## src/rtl/vga_fb_arbiter_if.sv

```systemverilog
// rtl/vga_fb_arbiter_if.sv - scan-out, CPU write and framebuffer RAM signals of vga_fb_arbiter
interface vga_fb_arbiter_if #(
    parameter int ADDR_W      = 16,
    parameter int RGB_SIZE    = 8,
    parameter int WFIFO_DEPTH = 4
);
    localparam int PIX_W = 3 * RGB_SIZE;
    localparam int LVL_W = $clog2(WFIFO_DEPTH) + 1;

    logic              vga_req;
    logic [ADDR_W-1:0] vga_addr;
    logic [PIX_W-1:0]  vga_rgb;
    logic              vga_valid;
    logic              cpu_wr_valid;
    logic [ADDR_W-1:0] cpu_wr_addr;
    logic [PIX_W-1:0]  cpu_wr_data;
    logic              cpu_wr_ready;
    logic              mem_en;
    logic              mem_we;
    logic [ADDR_W-1:0] mem_addr;
    logic [PIX_W-1:0]  mem_wdata;
    logic [PIX_W-1:0]  mem_rdata;
    logic [LVL_W-1:0]  wfifo_level;

    modport slave (
        input  vga_req, vga_addr, cpu_wr_valid, cpu_wr_addr, cpu_wr_data, mem_rdata,
        output vga_rgb, vga_valid, cpu_wr_ready, mem_en, mem_we, mem_addr, mem_wdata, wfifo_level
    );

    modport master (
        output vga_req, vga_addr, cpu_wr_valid, cpu_wr_addr, cpu_wr_data, mem_rdata,
        input  vga_rgb, vga_valid, cpu_wr_ready, mem_en, mem_we, mem_addr, mem_wdata, wfifo_level
    );
endinterface

```

## src/rtl/vga_fb_arbiter.sv

```systemverilog
// rtl/vga_fb_arbiter.sv - framebuffer RAM arbiter: priority scan-out reads, FIFO-buffered CPU writes
// Optional colour-bar test pattern enabled by VGA_FB_TESTPATTERN_EN.
module vga_fb_arbiter #(
    parameter int ADDR_W      = 16,
    parameter int RGB_SIZE    = 8,
    parameter int WFIFO_DEPTH = 4
) (
    input logic clk,
    input logic reset,
`ifdef VGA_FB_TESTPATTERN_EN
    input logic test_mode,
`endif
    vga_fb_arbiter_if.slave bus
);
    localparam int PIX_W = 3 * RGB_SIZE;
    localparam int PTR_W = $clog2(WFIFO_DEPTH);
    localparam int LVL_W = PTR_W + 1;

    typedef enum logic [1:0] {IDLE, SCAN, TURN, WRITE} state_t;

    state_t            state;
    logic [ADDR_W-1:0] fifo_addr [WFIFO_DEPTH];
    logic [PIX_W-1:0]  fifo_data [WFIFO_DEPTH];
    logic [PTR_W-1:0]  wr_ptr;
    logic [PTR_W-1:0]  rd_ptr;
    logic [LVL_W-1:0]  level;
    logic [LVL_W-1:0]  level_next;
    logic              ready_q;
    logic              push;
    logic              pop;
    logic              fifo_empty;
    logic              rd_issue;
    logic              wr_issue;
    logic              tp_active;
    logic              req_q1;
    logic [PIX_W-1:0]  rd_src;

`ifdef VGA_FB_TESTPATTERN_EN
    logic [2:0]       bar;
    logic             tp_q1;
    logic [PIX_W-1:0] bar_pix_q1;

    assign tp_active = test_mode;
    assign bar       = bus.vga_addr[ADDR_W-1 -: 3];

    // Bar colour follows the same two-stage pipeline as a real RAM read.
    always_ff @(posedge clk or posedge reset) begin
        if (reset) begin
            tp_q1      <= 1'b0;
            bar_pix_q1 <= '0;
        end else begin
            tp_q1      <= test_mode;
            bar_pix_q1 <= {{RGB_SIZE{bar[2]}}, {RGB_SIZE{bar[1]}}, {RGB_SIZE{bar[0]}}};
        end
    end

    assign rd_src = tp_q1 ? bar_pix_q1 : bus.mem_rdata;
`else
    assign tp_active = 1'b0;
    assign rd_src    = bus.mem_rdata;
`endif

    always_comb begin
        fifo_empty = (level == '0);
        push       = bus.cpu_wr_valid && ready_q;
        rd_issue   = bus.vga_req && !tp_active;
        if (tp_active)
            wr_issue = !fifo_empty;
        else
            wr_issue = (state == WRITE) && !bus.vga_req && !fifo_empty;
        pop        = wr_issue;
        level_next = level + LVL_W'(push) - LVL_W'(pop);

        bus.mem_en    = 1'b0;
        bus.mem_we    = 1'b0;
        bus.mem_addr  = '0;
        bus.mem_wdata = '0;
        if (rd_issue) begin
            bus.mem_en   = 1'b1;
            bus.mem_addr = bus.vga_addr;
        end else if (wr_issue) begin
            bus.mem_en    = 1'b1;
            bus.mem_we    = 1'b1;
            bus.mem_addr  = fifo_addr[rd_ptr];
            bus.mem_wdata = fifo_data[rd_ptr];
        end
    end

    // Entry storage needs no reset: occupancy is tracked by the pointers.
    always_ff @(posedge clk) begin
        if (push) begin
            fifo_addr[wr_ptr] <= bus.cpu_wr_addr;
            fifo_data[wr_ptr] <= bus.cpu_wr_data;
        end
    end

    always_ff @(posedge clk or posedge reset) begin
        if (reset) begin
            wr_ptr  <= '0;
            rd_ptr  <= '0;
            level   <= '0;
            ready_q <= 1'b1;
        end else begin
            if (push)
                wr_ptr <= wr_ptr + 1'b1;
            if (pop)
                rd_ptr <= rd_ptr + 1'b1;
            level   <= level_next;
            ready_q <= (level_next < LVL_W'(WFIFO_DEPTH));
        end
    end

    always_ff @(posedge clk or posedge reset) begin
        if (reset) begin
            state <= IDLE;
        end else begin
            case (state)
                IDLE: begin
                    // Looking at the push as well lets a lone write retire the very next cycle.
                    if (bus.vga_req)
                        state <= SCAN;
                    else if (!fifo_empty || push)
                        state <= WRITE;
                end
                SCAN: begin
                    if (!bus.vga_req) begin
                        if (!tp_active)
                            state <= TURN;
                        else if (level_next != '0)
                            state <= WRITE;
                        else
                            state <= IDLE;
                    end
                end
                TURN: begin
                    if (bus.vga_req)
                        state <= SCAN;
                    else if (!fifo_empty)
                        state <= WRITE;
                    else
                        state <= IDLE;
                end
                WRITE: begin
                    if (bus.vga_req)
                        state <= SCAN;
                    else if (level_next == '0)
                        state <= IDLE;
                end
                default: state <= IDLE;
            endcase
        end
    end

    always_ff @(posedge clk or posedge reset) begin
        if (reset) begin
            req_q1        <= 1'b0;
            bus.vga_valid <= 1'b0;
            bus.vga_rgb   <= '0;
        end else begin
            req_q1        <= bus.vga_req;
            bus.vga_valid <= req_q1;
            if (req_q1)
                bus.vga_rgb <= rd_src;
        end
    end

    assign bus.cpu_wr_ready = ready_q;
    assign bus.wfifo_level  = level;

endmodule

```

## src/flat_wrapper.sv

```systemverilog
// flat-port wrapper written by rule: the top's interface ports become plain ports
module vga_fb_arbiter_flat 
#(
    parameter int ADDR_W      = 16,
    parameter int RGB_SIZE    = 8,
    parameter int WFIFO_DEPTH = 4
)
  (clk, reset, bus_vga_req, bus_vga_addr, bus_cpu_wr_valid, bus_cpu_wr_addr, bus_cpu_wr_data, bus_mem_rdata, bus_vga_rgb, bus_vga_valid, bus_cpu_wr_ready, bus_mem_en, bus_mem_we, bus_mem_addr, bus_mem_wdata, bus_wfifo_level);
  vga_fb_arbiter_if #(.ADDR_W(ADDR_W), .RGB_SIZE(RGB_SIZE), .WFIFO_DEPTH(WFIFO_DEPTH)) bus_i ();
  input logic clk;
  input logic reset;
  input wire logic [$bits(bus_i.vga_req)-1:0] bus_vga_req;
  input wire logic [$bits(bus_i.vga_addr)-1:0] bus_vga_addr;
  input wire logic [$bits(bus_i.cpu_wr_valid)-1:0] bus_cpu_wr_valid;
  input wire logic [$bits(bus_i.cpu_wr_addr)-1:0] bus_cpu_wr_addr;
  input wire logic [$bits(bus_i.cpu_wr_data)-1:0] bus_cpu_wr_data;
  input wire logic [$bits(bus_i.mem_rdata)-1:0] bus_mem_rdata;
  output wire logic [$bits(bus_i.vga_rgb)-1:0] bus_vga_rgb;
  output wire logic [$bits(bus_i.vga_valid)-1:0] bus_vga_valid;
  output wire logic [$bits(bus_i.cpu_wr_ready)-1:0] bus_cpu_wr_ready;
  output wire logic [$bits(bus_i.mem_en)-1:0] bus_mem_en;
  output wire logic [$bits(bus_i.mem_we)-1:0] bus_mem_we;
  output wire logic [$bits(bus_i.mem_addr)-1:0] bus_mem_addr;
  output wire logic [$bits(bus_i.mem_wdata)-1:0] bus_mem_wdata;
  output wire logic [$bits(bus_i.wfifo_level)-1:0] bus_wfifo_level;
  assign bus_i.vga_req = bus_vga_req;
  assign bus_i.vga_addr = bus_vga_addr;
  assign bus_i.cpu_wr_valid = bus_cpu_wr_valid;
  assign bus_i.cpu_wr_addr = bus_cpu_wr_addr;
  assign bus_i.cpu_wr_data = bus_cpu_wr_data;
  assign bus_i.mem_rdata = bus_mem_rdata;
  assign bus_vga_rgb = bus_i.vga_rgb;
  assign bus_vga_valid = bus_i.vga_valid;
  assign bus_cpu_wr_ready = bus_i.cpu_wr_ready;
  assign bus_mem_en = bus_i.mem_en;
  assign bus_mem_we = bus_i.mem_we;
  assign bus_mem_addr = bus_i.mem_addr;
  assign bus_mem_wdata = bus_i.mem_wdata;
  assign bus_wfifo_level = bus_i.wfifo_level;
  vga_fb_arbiter #(.ADDR_W(ADDR_W), .RGB_SIZE(RGB_SIZE), .WFIFO_DEPTH(WFIFO_DEPTH)) u_core (.clk(clk), .reset(reset), .bus(bus_i));
endmodule
```

## config.mk

```make
export PLATFORM = sky130hd
export DESIGN_NAME = vga_fb_arbiter_flat
export DESIGN_NICKNAME = d
export VERILOG_FILES = /design/src/rtl/vga_fb_arbiter_if.sv /design/src/rtl/vga_fb_arbiter.sv /design/src/flat_wrapper.sv
export SDC_FILE = /design/constraint.sdc
export NUM_CORES = 1
export LEC_CHECK = 0
export CAP_MARGIN = 20
export CORE_MARGIN = 1.5
export CORE_UTILIZATION = 40
export DETAILED_ROUTE_END_ITERATION = 10
export PLACE_DENSITY = 0.65
export SLEW_MARGIN = 20
export SYNTH_ARGS = -nofsm -noshare
export SYNTH_HDL_FRONTEND = slang
export SYNTH_SLANG_ARGS = --single-unit
```

## constraint.sdc

```tcl
create_clock -name clk -period 4.95 [get_ports clk]
set_input_delay 0.7425 -clock clk [delete_from_list [all_inputs] [get_ports clk]]
set_output_delay 0.7425 -clock clk [all_outputs]
set_load 0.03 [all_outputs]
```

==> summary.md <==
| Metric | Value |
|---|---|
| Outcome | `complete, no violations` |
| Vias in the first global route | `4130` |
| Synthesized Nets | `452` |
| Worst hold slack | `0.506 ns` |
| Largest net degree at the start of global routing | `43` |
| CP Data Arrival Time | `3.32 ns` |
| Maximum vdd drop | `0.263 mV` |
| Relative slew slack | `35.4%` |
| FFs w/ async S/R, synth | `18.4%` |
| Reg2reg start | `u_core.bus.wfifo_level[1]` |
| CTS Hold Bufs | `0` |
| Stages on worst setup path | `6` |
| Final setup vio count | `0` |
| Pwr dens | `512 nW/um^2` |
| Max Slew Vio Count | `0` |
| NetSw | `1540 uW` |
| Vias after detailed routing | `3884` |
| Remaining DRCs | `0` |
| Unrepaired setup endpoints after global routing | `no` |
| Avg WL per Cell | `19.1 um` |
| Worst Path Required | `4.21 ns` |
| Syn Inst Count | `361` |
| Clk pin slew, worst setup/hold paths | `0.06 ns` |
| Min-Delay Path Class | `reg2reg` |
| EDFF count, synth | `160` |
| CTS sink count | `196` |
| Total GRT Usage | `15.4%` |
| CTS H-tree depth | `4` |
| Core Rows | `50` |
| Final wirelength | `14700 um` |
| Die Y | `141 um` |
| TritonCTS clock tree | `yes` |
| Yosys Warn Count | `0` |
| Gate power share | `27.5%` |
| Fin nets | `613` |
| Clock buffer depth | `2` |
| Share of cells above drive strength 1 | `20.6%` |
| Achievable Freq | `0.246 GHz` |
| CP Class | `in2out` |
| Synthesized area | `7630 sq um` |
| Worst hold start | `u_core.bus.vga_rgb[5]` |
| IO Pins | `155` |
| Ys flop type | `edfxtp_1` |
| FF-to-FF setup slack | `1.70 ns` |
| CP top delay family | `buffers and inverters` |
| Post-layout min period | `4.06 ns` |
| Yosys top cell by area | `edfxtp_1` |
| Measured slew at the worst slew-check pin | `0.969 ns` |
| CP max stage delay | `0.69 ns` |
| Post-DP HPWL | `9050 um` |
| Highest-delay cell along the critical path | `clkdlybuf4s50_1` |
| Synthesized area per cell | `21.1 sq um` |
| CTS Buf Count | `17` |
| Max Clock Skew | `0.0101 ns` |
| Sequential Power Share | `44.2%` |
| CP Buf/Inv Count | `4` |
| DRT Pass-1 Iters | `4` |
| Pleak | `0.00349 uW` |
| WHS Path Cells | `1` |
| Clk root buf | `clkbuf_16` |
| GPL Wtd Cong | `0.716` |
| Vias/cell | `5.06` |
| DRT antenna net count | `0` |
| Period utilization | `82.0%` |
| Final hold vios | `0` |
| Synth top area cells | `edfxtp_1, dfrtp_1, mux4_2` |
| Post-synth top area share | `63.0%` |
| Max Cap Viol | `0` |
| Kind of end point of the critical path | `primary output` |
| GRT Residual Overflow | `0` |
| IO buf count | `154` |
| Initial antenna violation count | `0` |
| Global-route wire length before repair | `22800 um` |
| Synth Register Bits | `196` |
| Worst Hold Endpoint | `u_core.bus.vga_rgb[5]` |
| R2R depth | `11` |
| Post-CTS Setup Inserts | `0` |
| Internal cell power | `3600 uW` |
| Die ar. | `19900 sq um` |
| RR Endpoint | `u_core.state[0]` |
| Die Wd | `141 um` |
| Initial Util | `40.8%` |
| Setup TNS Final | `0 ns` |
| Clock share of power | `28.3%` |
| Crit-path cells | `clkdlybuf4s50_1 -> buf_4 -> or3_4 -> inv_2 -> and2_1 -> clkdlybuf4s50_1` |
| Most frequent CP cell | `clkdlybuf4s50_1` |
| Seq/Total Area, Yosys | `74.8%` |
| Area Growth Syn to Fin | `31.4%` |
| Core area | `18700 sq um` |
| Startpoint type of the worst setup path | `primary input` |
| Netlist cell types | `34` |
| CP max FO | `41` |
| Post-CTS sizing | `0` |
| Sw Ratio | `29.9%` |
| # diodes | `0` |
| Initial DRC Count | `193` |
| Clk Latency, worst-skew pair | `0.43 ns` |
-- cell families after synthesis --
| family | Yosys count | share of synthesized area, % |
|---|---|---|
| AOI/OAI and AO/OA | 21 | 2.25 |
| xor gates and xnor gates | 4 | 0.639 |
| adders and majority gates | 7 | 1.25 |
| buffers and inverters | 31 | 2.44 |
| DFF | 196 | 74.8 |
| muxes | 64 | 15.4 |
| and+or+nand+nor | 38 | 3.21 |
-- power by group through the flow --
stage | registers [uW] | logic, uW | clock network (uW)
2_1_floorplan | 2230 | 1020 | 0
3_3_place_gp | 2360 | 1360 | 0
3_5_place_dp | 2320 | 1430 | 0
4_1_cts | 2290 | 1440 | 1480
5_1_grt | 2320 | 1510 | 1550
6_report | 2270 | 1410 | 1450
-- how the worst max path moves through the flow --
| stage | start | end | slack [ns] |
|---|---|---|---|
| after floorplan | bus_vga_req | u_core.state[0] | 2.06 |
| after global placement | bus_vga_req | u_core.state[0] | 0.79 |
| after detailed placement | bus_vga_req | u_core.state[0] | 0.75 |
| after CTS | bus_vga_req | bus_mem_wdata[18] | 0.82 |
| after global routing | bus_vga_req | bus_mem_wdata[9] | 0.75 |
| final | bus_vga_req | bus_mem_wdata[9] | 0.89 |
-- routing by layer --
layer / wire (um) / vias up / GRT usage [%]
li1: - / 1765 / -
met1: 6130 / 1982 / 18.6
met2: 7350 / 128 / 26.0
met3: 1070 / 9 / 5.10
met4: 114 / 0 / 5.59
met5: 0 / - / 0
-- final cells by class --
type,instances,area (sq um)
Clock buffer,17,425
Clock inverter,14,206
Fill cell,1488,8670
Inverter,12,45.0
Multi-Input combinational cell,134,1740
Sequential cell,196,5710
Tap cell,234,293
Timing Repair Buffer,161,1610
-- synth_stat cells, drive strengths merged, types with 2 or more instances --
library cell / number
buf: 15
a22o: 16
and2: 24
dfrtp: 35
edfxtp: 160
clkbuf: 4
inv: 12
o21ai: 2
ha: 6
mux4: 40
mux2: 24
and3: 4
nand2: 2
xnor2: 2
-- sequential cells by signal, summed over array words and instances (netlist names), 2 cells and up --
name                    cells
u_core.fifo_addr           64
u_core.fifo_data           96
u_core.state                2
u_core.wr_ptr               2
u_core.bus.vga_rgb         24
u_core.bus.wfifo_level      3
u_core.rd_ptr               2
-- cells in the final DEF (no fill, tap or decap), types with 3 or more instances in the layout --
| cell | count |
|---|---|
| and2_1 | 24 |
| dfrtp_1 | 33 |
| inv_8 | 6 |
| mux2_2 | 24 |
| clkbuf_16 | 17 |
| and3_2 | 4 |
| buf_4 | 6 |
| clkdlybuf4s50_1 | 154 |
| inv_1 | 11 |
| bufinv_16 | 3 |
| ha_1 | 6 |
| edfxtp_1 | 160 |
| a22o_1 | 16 |
| mux4_2 | 38 |
-- stage by stage --
stage | instances | util, % | cell area [sq um] | total power [uW] | setup slack, ns
6_report | 768 | 53.6 | 10000 | 5130 | 0.891
5_1_grt | 768 | 53.6 | 10000 | 5380 | 0.747
4_1_cts | 768 | 53.6 | 10000 | 5210 | 0.825
3_5_place_dp | 737 | 50.3 | 9400 | 3760 | 0.753
3_3_place_gp | 736 | 50.1 | 9380 | 3710 | 0.793
2_1_floorplan | 361 | - | 7630 | 3250 | 2.06
(Power assumes the default switching activity.)
==> variant 1: new RTL, same flow settings <==
Re-encode `state_t` (4 states) as one-hot, 4 bits wide.
--- a/src/rtl/vga_fb_arbiter.sv
+++ b/src/rtl/vga_fb_arbiter.sv
@@ -18,3 +18,3 @@
 
-    typedef enum logic [1:0] {IDLE, SCAN, TURN, WRITE} state_t;
+    typedef enum logic [3:0] {IDLE = 4'b0001, SCAN = 4'b0010, TURN = 4'b0100, WRITE = 4'b1000} state_t;
 
Check against the original RTL: same outputs for any inputs over 4 cycles, from zero or initial values and one cycle with reset high; so few cycles prove little.
==> variant 1 against the unedited design <==
  * Power shrank 5.5%
  * Critical path type unchanged
  * Sequential cell count grew 2
  * Clock skew grew 0.0037 ns
  * Cell area grew 1.5%
  * Largest cell class unchanged
  * Setup slack gained 0.19 ns
  * Area after synthesis grew 1.9%
  * Largest power group unchanged
  * Cell count grew 5.3%
  * Count of clock-buffer cells in the layout is the same
  * Die area grew 1.9%
  * Wire length grew 0.14%
==> variant 1: results (changes against the unedited design) <==
| Metric | Value |
|---|---|
| Status | `complete, no violations` |
| M2 GR Usage | `26.8% (+0.85 points)` |
| GPL Wtd Cong | `0.715 (about the same)` |
| Multi-input combinational area share | `18.2% (+0.84 points)` |
| Signal inverters | `10 (-2)` |
| Sequential area share after synthesis | `74.0% (-0.74 points)` |
| Leak | `3.48 nW (-0.30%)` |
| Synth top cells by count | `edfxtp_1, mux4_2, dfrtp_1, and2_1, mux2_2` |
| Initial antenna violation count | `1 (+1)` |
| Placed Area | `0.00958 mm2 (+1.9%)` |
| Buffers, non-clock | `158 (-1.9%)` |
| Hold_sp | `u_core.bus.vga_rgb[3]` |
| GRT Total Usage | `15.2% (-0.26 points)` |
| Nets | `625 (+2.0%)` |
| Metal2 WL | `7.80 mm (+6.1%)` |
| Worst-path maximum fanout | `44 (+7.3%)` |
| Synth cell types | `40 (+18%)` |
| FFs & Latches | `198 (+1.0%)` |
| DR vias | `4040 (+4.0%)` |
| Inst Count DP | `776 (+5.3%)` |
| Area growth syn-to-layout | `30.9%` |
| Global routing usage on met3 | `3.57% (-1.5 points)` |
| Met1 GRT Util | `17.3% (-1.3 points)` |
| Sequential share of cell area | `56.6% (-0.34 points)` |
| Slew HR | `29.6% (-5.8 points)` |
## variant 1: cell count changes after synthesis, moves of 2 or more
cell / before / now
mux4_1: 2 / 0
buf_12: 2 / 0
inv_1: 11 / 9
clkbuf_1: 4 / 8
o21ai_0: 2 / 4
buf_2: 9 / 5
or2_2: 0 / 2
mux4_2: 38 / 40
nor2_1: 0 / 3
nand3b_1: 0 / 3
## variant 1: path summary, 6_finish.rpt
kind | endpoint | slack, ns
worst max-delay path | bus_mem_addr[11] | 1.08
worst min-delay path | u_core.bus.vga_rgb[3] | 0.51
worst max register to register | u_core.state[3] | 2.25
worst min register to register | u_core.bus.vga_rgb[3] | 0.51
max in group asynchronous | u_core.state[0] | 3.85
min in group asynchronous | u_core.rd_ptr[0] | 0.74
## variant 1: power breakdown
part           internal (mW)  total, mW  switching (mW)  leakage [nW]
Combinational          0.633       1.15           0.518          1.29
Clock                  0.687       1.36           0.670         0.290
Sequential              2.08       2.34           0.267          1.90
## variant 1: kinds of logic (layout without fill, tap and decap cells)
| family | Yosys count | in the layout | share of synthesized area [%] |
|---|---|---|---|
| adders and majority gates | 6 | 6 | 1.06 |
| xor gates and xnor gates | 6 | 6 | 0.949 |
| buffers and inverters | 31 | 200 | 2.27 |
| AOI/OAI and AO/OA | 27 | 27 | 2.72 |
| other | 0 | 1 | 0 |
| muxes | 65 | 65 | 15.2 |
| and+or+nand+nor | 46 | 46 | 3.78 |
| DFF | 198 | 198 | 74.0 |
## variant 1: worst max-delay path, stage by stage
cell and delay, ns:
clkdlybuf4s50_1 0.41, buf_4 0.22, or2_2 0.35, nor2_4 0.16, nand2_4 0.08, clkinv_4 0.22
a22o_1 0.21, clkdlybuf4s50_1 0.67
==> variant 2: new RTL, same settings <==
Without the edit above. `RGB_SIZE` is set to 8 in 3 places; all go to 4.
--- a/src/rtl/vga_fb_arbiter_if.sv
+++ b/src/rtl/vga_fb_arbiter_if.sv
@@ -3,3 +3,3 @@
     parameter int ADDR_W      = 16,
-    parameter int RGB_SIZE    = 8,
+    parameter int RGB_SIZE    = 4,
     parameter int WFIFO_DEPTH = 4
--- a/src/rtl/vga_fb_arbiter.sv
+++ b/src/rtl/vga_fb_arbiter.sv
@@ -4,3 +4,3 @@
     parameter int ADDR_W      = 16,
-    parameter int RGB_SIZE    = 8,
+    parameter int RGB_SIZE    = 4,
     parameter int WFIFO_DEPTH = 4
--- a/src/flat_wrapper.sv
+++ b/src/flat_wrapper.sv
@@ -4,3 +4,3 @@
     parameter int ADDR_W      = 16,
-    parameter int RGB_SIZE    = 8,
+    parameter int RGB_SIZE    = 4,
     parameter int WFIFO_DEPTH = 4
Ports: changed (resized bus_cpu_wr_data, bus_mem_rdata, bus_mem_wdata and bus_vga_rgb); port bits go from 155 to 107. The function was not compared with the original's and may differ.
==> variant 2 against the unedited design <==
  * Power shrank 25%
  * Sequential power down 30%
  * Setup slack gained 0.50 ns
  * Via count decreased by 28%
  * Count of clock-buffer cells in the layout did not move
  * Cell area is 29% lower
  * Global-route usage barely moved
  * Wire length down 32%
  * Clock power is 13% lower
  * Non-clock buffer count decreased by 52
  * Largest cell class unchanged
  * Area after synthesis shrank 31%
  * Sequential cell count decreased by 60
==> variant 2: results (changes against the unedited design) <==
| Metric | Value |
|---|---|
| VDD IR max | `0.276 mV (+4.9%)` |
| Port buffer count | `106 (-31%)` |
| Placed Area | `0.00656 mm2 (-30%)` |
| Starting DRT DRC Count | `131 (-32%)` |
| Clk_lat worst skew | `0.41 ns (-0.02 ns)` |
| Synth top cells by count | `edfxtp_1, mux4_2, dfrtp_1, a22o_1` |
| YS warnings | `0 (unchanged)` |
| Vias in the first global route | `2988 (-28%)` |
| Leak | `2.50 nW (-28%)` |
| Mapped Nets | `323 (-29%)` |
| Share of cells above drive strength 1 | `21.3% (+0.70 points)` |
| Worst EP arrival | `2.82 ns (-0.50 ns)` |
| Wirelength per Cell | `17.9 um (-6.0%)` |
| Worst Hold Depth | `1 (unchanged)` |
| First-pass GRT wire length | `16.1 mm (-29%)` |
| TritonRoute pass-1 iters | `4 (unchanged)` |
| Period utilisation layout | `71.9% (-10 points)` |
| GPL Wtd Cong | `0.727 (+1.6%)` |
| Hold_sp | `u_core.bus.vga_rgb[9]` |
| CTS Root Cell | `clkbuf_16` |
| R2r setup slk | `1.43 ns (-0.27 ns)` |
| Post-synth EDFFs | `112 (-30%)` |
| Nets | `439 (-28%)` |
| Slew HR | `38.7% (+3.3 points)` |
| PostCTS Resize Cnt | `0 (unchanged)` |
| Synth area leaders | `edfxtp_1, mux4_2, dfrtp_1, a22o_1, mux2_2` |
| Hpwl dp | `5.91 mm (-35%)` |
| Critical Path Slowest Stage Cell | `nor3_1` |
| Cells after synthesis | `256 (-29%)` |
| CTS clock-pin slew for the worst setup and hold paths | `0.06 ns (about the same)` |
| Hold WS | `0.506 ns (+0.000449 ns)` |
| Synth cell types | `29 (-15%)` |
| Fin cells | `557 (-27%)` |
| WHS Endpoint | `u_core.bus.vga_rgb[9]` |
| Largest regs | `u_core.fifo_addr x64, u_core.fifo_data x48, u_core.bus.vga_rgb x12` |
| Worst-path maximum fanout | `31 (-24%)` |
| R2r startpoint | `u_core.bus.wfifo_level[1]` |
| GRT Total Usage | `15.4% (about the same)` |
| DR vias | `2788 (-28%)` |
| Max reg flops | `64 (-33%)` |
| Status | `complete, no violations` |
| Largest net degree at the start of global routing | `32 (-26%)` |
| Asr flop ratio synth | `17.6% (-0.72 points)` |
| Antenna-violating nets left | `0 (unchanged)` |
| Sequential area share after synthesis | `74.9% (+0.094 points)` |
| Crit Path Class | `register to output port` |
| Reg2reg path depth | `11 (unchanged)` |
| CP peak stage delay | `0.71 ns (+0.02 ns)` |
| Inst Count DP | `525 (-29%)` |
| DP Worst Slack | `1.21 ns (+0.455 ns)` |
| Worst Setup EP | `bus_mem_en` |
| Worst hold path type | `register to register` |
| Clk_skew | `0.00527 ns (-0.00487 ns)` |
variant 2: cell count changes after synthesis, moves of 2 or more:
cell      unedited run  this run
and2_1              24        12
clkbuf_1             4         6
buf_12               2         0
mux4_1               2         0
dfrtp_1             35        23
nor3_1               0         3
mux4_2              38        28
buf_6                3         0
buf_2                9         5
edfxtp_1           160       112
mux2_2              24        12
variant 2: power breakdown:
group	internal [mW]	switching [mW]	leakage [nW]
sequential	1.44	0.147	1.30
clock	0.793	0.466	0.281
combinational	0.521	0.505	0.922
total	2.75	1.12	2.50
variant 2: per-layer routing:
metal	vias up	wire length (um)	global-route usage, %
met5	-	0	0
met4	0	89	5.49
met3	8	521	4.55
met2	95	4910	24.5
met1	1421	4480	20.3
li1	1264	-	-
variant 2: cell type report:
class                   instances  area (um2)
inverters                      10        37.5
clock buffers                  17         425
flip-flops and latches        136        3970
multi-input cells              98        1250
repair buffers                109        1080
well taps                     172         215
fillers                       990        5610
clock inverters                15         176
variant 2: critical path: cells and delay by family, from the launching register on:
family / cells / cell delay (ns)
AND/OR/NAND/NOR: 3 / 1.10
buffers and inverters: 2 / 0.87
flip-flops: 1 / 0.44
variant 2: cells by family (layout without fill, tap and decap cells):
logic type / count (synthesis) / in the layout / synth area share [%]
flip-flops: 136 / 136 / 74.9
AO/OA/AOI/OAI: 21 / 21 / 3.28
adder cells (fa/ha/maj): 7 / 7 / 1.80
multiplexers: 40 / 40 / 14.5
buffers and inverters: 22 / 151 / 1.68
AND/OR/NAND/NOR: 26 / 26 / 2.95
XOR/XNOR: 4 / 4 / 0.969
